$ cat src/rtl/ls295_seq_ctrl.sv
// Sequencer for a negedge-clocked 4-bit ls295-style shift register: turns
// load/shift commands into sr_clk pulses with mode/ser/in set up a full cycle early.
module ls295_seq_ctrl #(
  parameter int SER_W = 8,
  parameter int CNT_W = 4
) (
  input  logic             clk,
  input  logic             rst,
  input  logic             cmd_valid,
  output logic             cmd_ready,
  input  logic             cmd_op,
  input  logic [3:0]       cmd_data,
  input  logic [SER_W-1:0] cmd_ser,
  input  logic [CNT_W-1:0] cmd_cnt,
  input  logic             oe_en,
  output logic             sr_clk,
  output logic             sr_mode,
  output logic             sr_ser,
  output logic [3:0]       sr_in,
  output logic             sr_oe,
  output logic             busy,
  output logic             done,
  output logic [CNT_W-1:0] pulses,
  output logic [1:0]       dbg_state
);

  // Handshake: a command transfers on a rising edge where cmd_valid && cmd_ready;
  // cmd_ready is high only in IDLE, so a held command waits for the next IDLE cycle.
  typedef enum logic [1:0] {IDLE = 2'd0, HI = 2'd1, LO = 2'd2, FIN = 2'd3} state_t;

  state_t           state_q, state_d;
  logic             op_q, op_d;
  logic [3:0]       data_q, data_d;
  logic [SER_W-1:0] pat_q, pat_d;
  logic [CNT_W-1:0] n_q, n_d;
  logic [CNT_W-1:0] pulses_q, pulses_d;
  logic [CNT_W-1:0] shift_n, accept_n;
  logic             sr_clk_q, sr_clk_d;
  logic             sr_mode_q, sr_mode_d;
  logic             sr_ser_q, sr_ser_d;
  logic [3:0]       sr_in_q, sr_in_d;
  logic             sr_oe_q;
  logic             busy_q, busy_d;
  logic             done_q, done_d;

  always_comb begin
    if (int'(cmd_cnt) > SER_W) shift_n = CNT_W'(SER_W);
    else                       shift_n = cmd_cnt;
    accept_n = cmd_op ? shift_n : CNT_W'(1);
  end

  always_comb begin
    state_d   = state_q;
    op_d      = op_q;
    data_d    = data_q;
    pat_d     = pat_q;
    n_d       = n_q;
    pulses_d  = pulses_q;
    sr_mode_d = sr_mode_q;
    sr_ser_d  = sr_ser_q;
    sr_in_d   = sr_in_q;
    case (state_q)
      IDLE: begin
        if (cmd_valid) begin
          op_d     = cmd_op;
          data_d   = cmd_data;
          pat_d    = cmd_ser;
          n_d      = accept_n;
          pulses_d = '0;
          if (accept_n == '0) begin
            state_d = FIN;
          end else begin
            state_d   = HI;
            sr_mode_d = ~cmd_op;
            sr_in_d   = cmd_data;
            sr_ser_d  = cmd_ser[0];
          end
        end
      end
      HI: begin
        // The pattern advances as the falling edge is issued, so bit 0 is next on re-entry to HI.
        state_d  = LO;
        pulses_d = pulses_q + CNT_W'(1);
        pat_d    = pat_q >> 1;
      end
      LO: begin
        if (pulses_q == n_q) begin
          state_d = FIN;
        end else begin
          state_d   = HI;
          sr_mode_d = ~op_q;
          sr_in_d   = data_q;
          sr_ser_d  = pat_q[0];
        end
      end
      FIN:     state_d = IDLE;
      default: state_d = IDLE;
    endcase
    sr_clk_d = (state_d != LO);
    busy_d   = (state_d != IDLE);
    done_d   = (state_d == FIN);
  end

  always_ff @(posedge clk) begin
    if (rst) begin
      state_q   <= IDLE;
      op_q      <= 1'b0;
      data_q    <= '0;
      pat_q     <= '0;
      n_q       <= '0;
      pulses_q  <= '0;
      sr_clk_q  <= 1'b1;
      sr_mode_q <= 1'b0;
      sr_ser_q  <= 1'b0;
      sr_in_q   <= '0;
      sr_oe_q   <= 1'b0;
      busy_q    <= 1'b0;
      done_q    <= 1'b0;
    end else begin
      state_q   <= state_d;
      op_q      <= op_d;
      data_q    <= data_d;
      pat_q     <= pat_d;
      n_q       <= n_d;
      pulses_q  <= pulses_d;
      sr_clk_q  <= sr_clk_d;
      sr_mode_q <= sr_mode_d;
      sr_ser_q  <= sr_ser_d;
      sr_in_q   <= sr_in_d;
      sr_oe_q   <= oe_en;
      busy_q    <= busy_d;
      done_q    <= done_d;
    end
  end

  assign cmd_ready = (state_q == IDLE);
  assign sr_clk    = sr_clk_q;
  assign sr_mode   = sr_mode_q;
  assign sr_ser    = sr_ser_q;
  assign sr_in     = sr_in_q;
  assign sr_oe     = sr_oe_q;
  assign busy      = busy_q;
  assign done      = done_q;
  assign pulses    = pulses_q;
  assign dbg_state = state_q;

endmodule

$ cat config.mk
export PLATFORM = sky130hd
export DESIGN_NAME = ls295_seq_ctrl
export DESIGN_NICKNAME = d
export VERILOG_FILES = /design/src/rtl/ls295_seq_ctrl.sv
export SDC_FILE = /design/constraint.sdc
export NUM_CORES = 1
export LEC_CHECK = 0
export CAP_MARGIN = 20
export CORE_UTILIZATION = 48
export DETAILED_ROUTE_END_ITERATION = 8
export GPL_ROUTABILITY_DRIVEN = 0
export GPL_TIMING_DRIVEN = 0
export PLACE_DENSITY = 0.9
export SLEW_MARGIN = 20
export SYNTH_ARGS = -nofsm -noshare
export SYNTH_HDL_FRONTEND = slang
export SYNTH_SLANG_ARGS = --single-unit
$ cat constraint.sdc
create_clock -name clk -period 1.6 [get_ports clk]
set_input_delay 0.32 -clock clk [delete_from_list [all_inputs] [get_ports clk]]
set_output_delay 0.32 -clock clk [all_outputs]
set_load 0.01 [all_outputs]
==> results.yml, run 1 <==
clock_tree:
  numCtsBuffers: 5
  tritoncts: "done"
  clk-insertion-delay-late_ps: 340
  cts_max_path_buffers: 2
  path_clk_slew_ps: 100
  cts_root_buf: "clkbuf_4"
  cts_setup_buffers: 0
  clock_sinks: 33
  htreeDepth: 2
sta:
  rsz0062_at_grt: "yes"
  worstMarginPinSlew_ps: 658
  min_period_ps: 1540
  finalSetupViolCount: 0
  report.final.slew_viol_count: 0
  relSlewSlack_pct: 55.6
  fmax_ghz: 0.648
  finalCritPeriodShare_pct: 96.5
  finalHoldViolations: 0
  fin_worst_skew_ps: 8.76
critical_path:
  worstReg2RegEnd: "sr_mode$_SDFFE_PP0P_"
  r2r_start: "dbg_state[0]$_SDFF_PP0_"
  startpoint: "dbg_state[0]$_SDFF_PP0_"
  rrSetupSlack_ps: 60
  path_depth: 6
  crit_family: "flip-flops"
  startpoint_type: "flop"
  crit_type: "flop to flop"
  worstPathRequired_ps: 1880
  end_kind: "flop"
  crit_chain: "buf_6, nand2b_4, buf_6, mux2_4, a2111o_1, nand3_1"
  crit_end: "sr_mode$_SDFFE_PP0P_"
  slowest_stage: "dfxtp_2"
  crit_arrival_ps: 1830
  cp_max_fo: 10
  cp_common_cell: "buf_6"
  max_stage_delay_ps: 350
  crit_buf_inv: 2
  rr_worst_depth: 6
layout:
  fin_area_um2: 2010
  diodes: 0
  syn_to_final_growth_pct: 34.6
  fin_cells: 242
  layout.nets: 232
  drive_gt1_share_pct: 15.2
  fillers: 213
power:
  pwr_density_cell_nw_per_um2: 998
  p_leak_nw: 0.870
  ir_worst_vdd_v: 0.000559
routing:
  drt-vias-per-instance: 5.72
  drt_iter0_drc: 53
  wl_met2_um: 1520
  routed_wl_um: 3310
  drc_errors: 5
  met1Wirelength_um: 1510
  top_layer_used: "met4"
  dr_total_vias: 1385
  dr.pass1.iters: 6
  ant_nets: 0
  wl_per_cell_um: 13.7
  wl_met3_um: 229
floorplanning:
  initial_utilization_pct: 52.3
  die_h_um: 57.8
  rows: 19
  die_x_um: 57.8
  dieArea_um2: 3340
  io_pins: 38
  core_um2: 2850
yosys:
  syn_nets: 189
  synth-xor-area-share_pct: 2.35
  synth-simple-area-share_pct: 18.8
  synth_top_family_by_area: "compound AO/OA/AOI/OAI gates"
  synth-compound-area-share_pct: 22.1
  synth_area_per_cell_um2: 8.94
  seq_area_frac_synth_pct: 44.3
  synth.cell_area_um2: 1490
  ys_seq_elements: 33
  synth_cells: 167
  synth.area.mux_share_pct: 6.29
  synth_adder_area_share_pct: 0.838
  synth.distinct_cells: 35
  yosysWarningCount: 0
placement:
  port_buffers: 36
  dp_hpwl_um: 2310
  placed_area_um2: 1890
  placed_cells: 234
grt:
  antenna_found_initial: 0
  grt_pass1_vias: 1231
  grtUsageTotal_pct: 22.1
  grt_max_degree: 11
  grt_pass1_wl_um: 5530
  globalRouteOverflowTotal: 0
run:
  cap_viol_max_count: 0
run_status:
  status: "complete, but fails checks"
  violations: "DRC"
worst_hold_path:
  hold_path_class: "input port to flop"
-- cell usage after synthesis --
master | number | area, um^2
o21bai_1 | 2 | 15.0
nor3_2 | 1 | 10.0
nand3_1 | 6 | 30.0
o21ai_0 | 1 | 5.00
a211oi_1 | 17 | 128
or2_2 | 1 | 6.26
clkbuf_1 | 4 | 15.0
ha_1 | 1 | 12.5
a22oi_1 | 3 | 22.5
nor2_1 | 21 | 78.8
nand2b_4 | 1 | 13.8
clkinv_1 | 1 | 3.75
inv_1 | 6 | 22.5
mux2_2 | 7 | 78.8
a21o_1 | 1 | 7.51
buf_2 | 1 | 5.00
dfxtp_1 | 33 | 661
a311oi_1 | 1 | 8.76
nand2_1 | 17 | 63.8
a2111o_1 | 1 | 11.3
xor2_1 | 4 | 35.0
buf_6 | 3 | 33.8
nor3_1 | 3 | 15.0
nor2b_1 | 2 | 12.5
a32oi_1 | 1 | 8.76
a21oi_1 | 11 | 55.1
nand2b_1 | 3 | 18.8
and2_1 | 1 | 6.26
nor2_2 | 1 | 6.26
or4_4 | 1 | 11.3
o22ai_1 | 7 | 43.8
mux2_4 | 1 | 15.0
a31oi_1 | 1 | 6.26
o21bai_4 | 1 | 18.8
or2b_1 | 1 | 7.51
-- power breakdown --
part	switching, mW	leakage, nW	total (mW)	internal (mW)
logic	0.220	0.551	0.431	0.210
clock network	0.277	0.0455	0.650	0.373
registers	0.0355	0.274	0.926	0.890
-- layout make-up --
cell class	instances	area [um^2]	share of cell area, %
plain buffers	8	53.8	2.68
clock buffers	7	55.1	2.74
clock inverters	1	30.0	1.49
inverters	7	26.3	1.31
multi-input cells	119	769	38.3
flip-flops and latches	33	667	33.2
well taps	31	38.8	1.93
repair buffers	36	369	18.4
-- cell usage in the layout, fill, tap and decap left out, drive strengths merged, types with 2 or more instances in the layout --
cell and count:
nor2b 2, mux2 8, nand2b 4, a22oi 3, nor3 4, buf 4, clkdlybuf4s50 24, dlymetal6s2s 6
o21bai 3, dlygate4sd2 5, a211oi 17, o22ai 7, xor2 4, nand2 17, dfxtp 33, nand3 6
a21oi 11, nor2 22, inv 6, clkbuf 11
-- worst reg2reg max path, stage by stage (launching register included) --
cell and delay, ps:
dfxtp_2 350, buf_6 130, nand2b_4 120, buf_6 140, mux2_4 310, a2111o_1 350
nand3_1 90
-- layer usage --
metal | up-vias | GRT usage [%]
met5 | - | 0
met4 | 0 | 9.18
met3 | 7 | 8.71
met2 | 46 | 33.9
met1 | 644 | 27.7
li1 | 688 | -
-- per-stage QoR --
| step | hold slack [ps] | setup TNS, ps | worst slack, ps | power, mW | util (%) |
|---|---|---|---|---|---|
| floorplan | 429 | 0 | 107 | 1.19 | - |
| global route | 306 | -2.40 | -2.40 | 2.11 | 70.4 |
| CTS | 314 | 0 | 14.4 | 2.01 | 69.3 |
| finish | 316 | 0 | 55.6 | 2.01 | 70.4 |
| global placement | 440 | -3360 | -360 | 1.36 | 66.3 |
| detailed placement | 446 | -3550 | -382 | 1.37 | 66.3 |
-- how the worst min path moves through the flow --
stage / start / slack, ps / end / cells past startpoint
after CTS: rst / 310 / sr_oe$_SDFF_PP0_ / 2
after global placement: data_q[1]$_SDFFE_PP0P_ / 440 / data_q[1]$_SDFFE_PP0P_ / 2
after detailed placement: data_q[0]$_SDFFE_PP0P_ / 450 / data_q[0]$_SDFFE_PP0P_ / 2
after global routing: cmd_cnt[1] / 310 / n_q[1]$_SDFFE_PP0P_ / 3
final: cmd_cnt[1] / 320 / n_q[1]$_SDFFE_PP0P_ / 3
after floorplan: cmd_op / 430 / n_q[0]$_SDFFE_PP0P_ / 1
-- cells by family after synthesis --
family / Yosys count
muxes: 8
AOI/OAI and AO/OA: 47
adders and majority gates: 1
and+or+nand+nor: 59
xor gates and xnor gates: 4
buffers and inverters: 15
DFF: 33
-- registers in the layout, indices dropped and copies added (netlist names) --
register   cells
busy           1
data_q         4
dbg_state      2
done           1
n_q            4
op_q           1
pat_q          8
pulses         4
sr_clk         1
sr_in          4
sr_mode        1
sr_oe          1
sr_ser         1
-- timing repair --
action,in CTS,in global routing
resized for setup,11,11
gates cloned,0,0
pin swaps,0,0
hold buffers,0,0
setup endpoints to repair,10,13
(Power assumes the default switching activity.)
==> run 2: changes to the inputs <==
- CORE_UTILIZATION: 48 -> 50
- CTS_BUF_LIST: default -> sky130_fd_sc_hd__clkbuf_4
- PLACE_DENSITY: 0.9 -> 0.92
==> run 2 against run 1 <==
Hold slack got worse by 1.6 ps. Global-route usage is 0.82 points lower. Cell area shrank 1.9%. Cell count did not move. Clock skew up 0.87 ps. Die area shrank 3.9%. Non-clock buffer count unchanged. Register-to-register slack barely moved. Setup slack lost 11 ps. Largest cell class unchanged. Largest power group unchanged. Critical endpoint is now sr_mode. Sequential cell count unchanged. The run now ends clean. Clock power shrank 33%. Sequential share of layout area grew 0.70 points.
==> results.yml, run 2 (same netlist as run 1, synthesis figures left out) <==
clock_tree:
  path_clk_slew_ps: 90
  cts_max_path_buffers: 2
  cts_hold_buffers: 0
  clock_sinks: 33
  numCtsBuffers: 5
  clk-insertion-delay-late_ps: 340
  htreeDepth: 2
  tritoncts: "done"
  cts_root_buf: "clkbuf_4"
critical_path:
  rr_worst_depth: 6
  path_depth: 1
  startpoint_type: "flop"
  worstPathRequired_ps: 1280
  crit_type: "flop to primary output"
  max_stage_delay_ps: 540
  end_kind: "primary output"
  cp_max_fo: 2
  crit_arrival_ps: 1240
  startpoint: "sr_mode$_SDFFE_PP0P_"
  crit_chain: "clkdlybuf4s50_1"
  crit_end: "sr_mode"
  slowest_stage: "clkdlybuf4s50_1"
  crit_family: "buffers and inverters"
  rrSetupSlack_ps: 50
  crit_buf_inv: 1
  worstReg2RegEnd: "sr_mode$_SDFFE_PP0P_"
  r2r_start: "dbg_state[0]$_SDFF_PP0_"
sta:
  fin_worst_skew_ps: 9.63
  tns_ps: 0
  holdWs_ps: 314
  finalCritPeriodShare_pct: 97.2
  min_period_ps: 1560
  worst_slack_ps: 44.9
  fmax_ghz: 0.643
  relSlewSlack_pct: 56.2
  worstMarginPinSlew_ps: 650
  finalSetupViolCount: 0
  finalHoldViolations: 0
  report.final.slew_viol_count: 0
routing:
  routed_wl_um: 3390
  drt_iter0_drc: 62
  drc_errors: 0
  drt-vias-per-instance: 5.76
  dr_total_vias: 1395
  ant_nets: 0
  wl_per_cell_um: 14.0
  dr.pass1.iters: 4
layout:
  fin_util_pct: 70.9
  largest_reg_flops: 8
  diodes: 0
  drive_gt1_share_pct: 15.6
  final_cell_mix: "dfxtp_1, clkdlybuf4s50_1, nor2_1"
  layout.nets: 232
  top_register: "pat_q"
  syn_to_final_growth_pct: 32.1
  final_common_cell: "dfxtp_1"
placement:
  dp_hpwl_um: 2280
  port_buffers: 36
  pre_cts_ws_ps: -374
grt:
  antenna_found_initial: 0
  grt_pass1_vias: 1146
  grt_busiest_layer: "met2"
  grt_max_degree: 11
  grtUsageTotal_pct: 21.2
  globalRouteOverflowTotal: 0
  grt_use_met2_pct: 31.8
  grtUsageMet1_pct: 28.0
  grtUsageMet3_pct: 7.83
  grt_pass1_wl_um: 5220
floorplanning:
  die_x_um: 56.6
  initial_utilization_pct: 53.7
  rows: 19
  io_pins: 38
  die_h_um: 56.6
  dieArea_um2: 3210
  core_um2: 2780
run_status:
  status: "finished, final reports clean"
power:
  pwr_density_cell_nw_per_um2: 911
  ir_worst_vdd_v: 0.000783
  p_leak_nw: 0.848
worst_hold_path:
  hold_path_class: "input port to flop"
run:
  cap_viol_max_count: 0
## run 2: cell types whose count changed in the layout (fill, tap and decap cells not counted), sizes merged
cell,previous run,this run
clkbuf,11,10
clkdlybuf4s15,1,0
dlygate4sd2,5,4
clkinv,1,4
clkdlybuf4s50,24,25
bufinv,1,0
## run 2: worst min-delay path, stage by stage
cell and delay (ps):
dlymetal6s2s_1 160, nand3_1 80, a21oi_1 60
## run 2: what timing repair did
| item | in CTS | in global routing |
|---|---|---|
| gates resized for setup | 10 | 13 |
| pin swaps | 0 | 1 |
| setup buffers | 0 | 0 |
| endpoints found under the setup margin | 10 | 11 |
## run 2: power by group
part	internal (mW)	leakage (nW)	switching (mW)
Clock	0.158	0.0300	0.278
Sequential	0.891	0.274	0.0357
Combinational	0.210	0.543	0.223
## run 2: worst min-delay path by stage
stage,from,end,slack (ps),depth (start not counted)
6_report,cmd_cnt[1],n_q[1]$_SDFFE_PP0P_,310,3
3_5_place_dp,data_q[1]$_SDFFE_PP0P_,data_q[1]$_SDFFE_PP0P_,450,2
3_3_place_gp,data_q[3]$_SDFFE_PP0P_,data_q[3]$_SDFFE_PP0P_,440,2
5_1_grt,cmd_cnt[1],n_q[1]$_SDFFE_PP0P_,300,3
2_1_floorplan,cmd_op,n_q[0]$_SDFFE_PP0P_,430,1
4_1_cts,rst,sr_oe$_SDFF_PP0_,310,2
## run 2: stage by stage
stage          cell area, um^2  power, mW  std cells
3_5_place_dp              1890       1.37        234
4_1_cts                   1940       1.79        242
5_1_grt                   1970       1.90        242
6_report                  1970       1.80        242
2_1_floorplan             1490       1.19        167
3_3_place_gp              1890       1.36        234
## run 2: area by class of cell
class / count / area [um^2]
buffer: 8 / 53.8
clock buffer: 5 / 37.5
clock inverter: 3 / 12.5
fill: 219 / 810
inverter: 7 / 26.3
multi-input combinational: 119 / 769
sequential: 33 / 668
tap: 31 / 38.8
timing repair buffer: 36 / 365
## run 2: layer usage
| layer | vias to the layer above | share of wire, % | wire (um) |
|---|---|---|---|
| met4 | 0 | 1.2 | 41 |
| met1 | 656 | 47 | 1600 |
| met5 | - | 0 | 0 |
| met3 | 4 | 6.3 | 214 |
| met2 | 52 | 45 | 1540 |
| li1 | 683 | - | - |
==> run 3: changes to the inputs <==
- CAP_MARGIN: 20 -> default
- CTS_CLUSTER_DIAMETER: default -> 30
- clock period: 1.6 -> 1.7 ns (I/O delays scaled with it)
==> run 3 against run 2 <==
Routed wire length decreased by 1.3%. Global-route usage unchanged. Clock skew decreased by 0.66 ps. Non-clock buffer count unchanged. Critical path type is now input port to flop. Critical endpoint is now sr_in[2]$_SDFFE_PP0P_. Largest cell class unchanged.
==> results.yml, run 3 (same netlist as run 1, synthesis figures left out) <==
grt:
  globalRouteOverflowTotal: 0
  grt_max_degree: 11
  antenna_found_initial: 0
  grt_pass1_vias: 1147
  grtUsageTotal_pct: 21.2
  grt_pass1_wl_um: 5220
layout:
  final_common_cell: "clkdlybuf4s50_1"
  fin_area_um2: 1950
  final_cell_mix: "clkdlybuf4s50_1, dfxtp_1, nor2_1"
  largest_reg_flops: 8
  top_register: "pat_q"
  drive_gt1_share_pct: 13.7
  syn_to_final_growth_pct: 30.9
  diodes: 0
  layout.nets: 232
  fin_util_pct: 70.3
routing:
  drt-vias-per-instance: 5.77
  ant_nets: 0
  drc_errors: 0
  drt_iter0_drc: 57
  routed_wl_um: 3350
  dr.pass1.iters: 4
  wl_per_cell_um: 13.8
  dr_total_vias: 1396
sta:
  rsz0062_at_grt: "no"
  fmax_ghz: 0.594
  finalSetupViolCount: 0
  min_period_ps: 1680
  fin_worst_skew_ps: 8.98
  finalCritPeriodShare_pct: 99.1
  finalHoldViolations: 0
  worstMarginPinSlew_ps: 661
  report.final.slew_viol_count: 0
  relSlewSlack_pct: 55.5
  tns_ps: 0
clock_tree:
  cts_hold_buffers: 0
  cts_max_path_buffers: 2
  clock_sinks: 33
  cts_setup_buffers: 0
  tritoncts: "done"
  numCtsBuffers: 5
  clk-insertion-delay-late_ps: 330
  htreeDepth: 2
  cts_root_buf: "clkbuf_4"
  path_clk_slew_ps: 90
floorplanning:
  rows: 19
  io_pins: 38
  dieArea_um2: 3210
  die_x_um: 56.6
  core_um2: 2780
  initial_utilization_pct: 53.7
  die_h_um: 56.6
power:
  p_leak_nw: 0.747
  ir_worst_vdd_v: 0.000739
  pwr_density_cell_nw_per_um2: 863
  power.share.combinational_pct: 24.3
  sw_frac_of_total_pct: 29.5
  switching_power_uw: 498
  seq_power_share_pct: 51.6
  p_int_mw: 1.19
  p_clk_share_pct: 24.0
run_status:
  status: "finished, final reports clean"
run:
  cap_viol_max_count: 0
placement:
  dp_hpwl_um: 2280
  placed_area_um2: 1890
  port_buffers: 36
critical_path:
  worstPathRequired_ps: 1900
  rrSetupSlack_ps: 130
  cp_max_fo: 6
  crit_type: "input port to flop"
  startpoint_type: "input port"
  end_kind: "flop"
  crit_arrival_ps: 1880
worst_hold_path:
  hold_path_class: "input port to flop"
==> run 3: cell count changes in the layout (fill, tap and decap cells not counted), sizes merged <==
cell           previous run  this run
dlymetal6s2s              6         0
clkdlybuf4s50            25        35
clkbuf                   10         9
dlygate4sd2               4         1
==> run 3: layout make-up <==
cell class	instances	area [um^2]
clock inverters	3	12.5
inverters	7	26.3
fillers	228	827
well taps	31	38.8
clock buffers	5	37.5
flip-flops and latches	33	666
repair buffers	36	359
plain buffers	8	53.8
multi-input cells	119	761
==> run 3: worst paths after layout <==
kind | from | endpoint | cells past startpoint
hold reg to reg | op_q$_SDFFE_PP0P_ | op_q$_SDFFE_PP0P_ | 2
setup / recovery | cmd_cnt[2] | sr_in[2]$_SDFFE_PP0P_ | 5
hold / removal | rst | sr_oe$_SDFF_PP0_ | 2
setup reg to reg | dbg_state[0]$_SDFF_PP0_ | sr_mode$_SDFFE_PP0P_ | 6
==> run 3: power by group through the flow <==
stage	combinational, mW	clock, mW	sequential (mW)
2_1_floorplan	0.224	0	0.898
3_3_place_gp	0.393	0	0.887
3_5_place_dp	0.398	0	0.889
4_1_cts	0.401	0.414	0.871
5_1_grt	0.440	0.471	0.878
6_report	0.411	0.406	0.871
==> run 3: what timing repair did <==
item	4_1_cts	5_1_grt
endpoints found under the setup margin	2	7
pin swaps	0	0
gates resized for setup	3	4
==> run 3: critical path, cell delays in order <==
cell,delay (ps)
clkdlybuf4s50_1,460
or4_4,580
o21bai_4,200
a21o_1,190
a211oi_1,100
==> run 3: per-stage QoR <==
stage / worst slack [ps] / instances / hold WS [ps] / total power, mW
4_1_cts: 0.631 / 242 / 334 / 1.69
6_report: 15.3 / 242 / 345 / 1.69
3_5_place_dp: -294 / 234 / 449 / 1.29
3_3_place_gp: -290 / 234 / 441 / 1.28
2_1_floorplan: 207 / 167 / 434 / 1.12
5_1_grt: 14.8 / 242 / 342 / 1.79
==> run 3: layer usage <==
layer	share of wire (%)	track usage [%]
met1	46	28.0
met2	44	31.8
met3	7.6	7.83
met4	1.8	7.67
met5	0	0
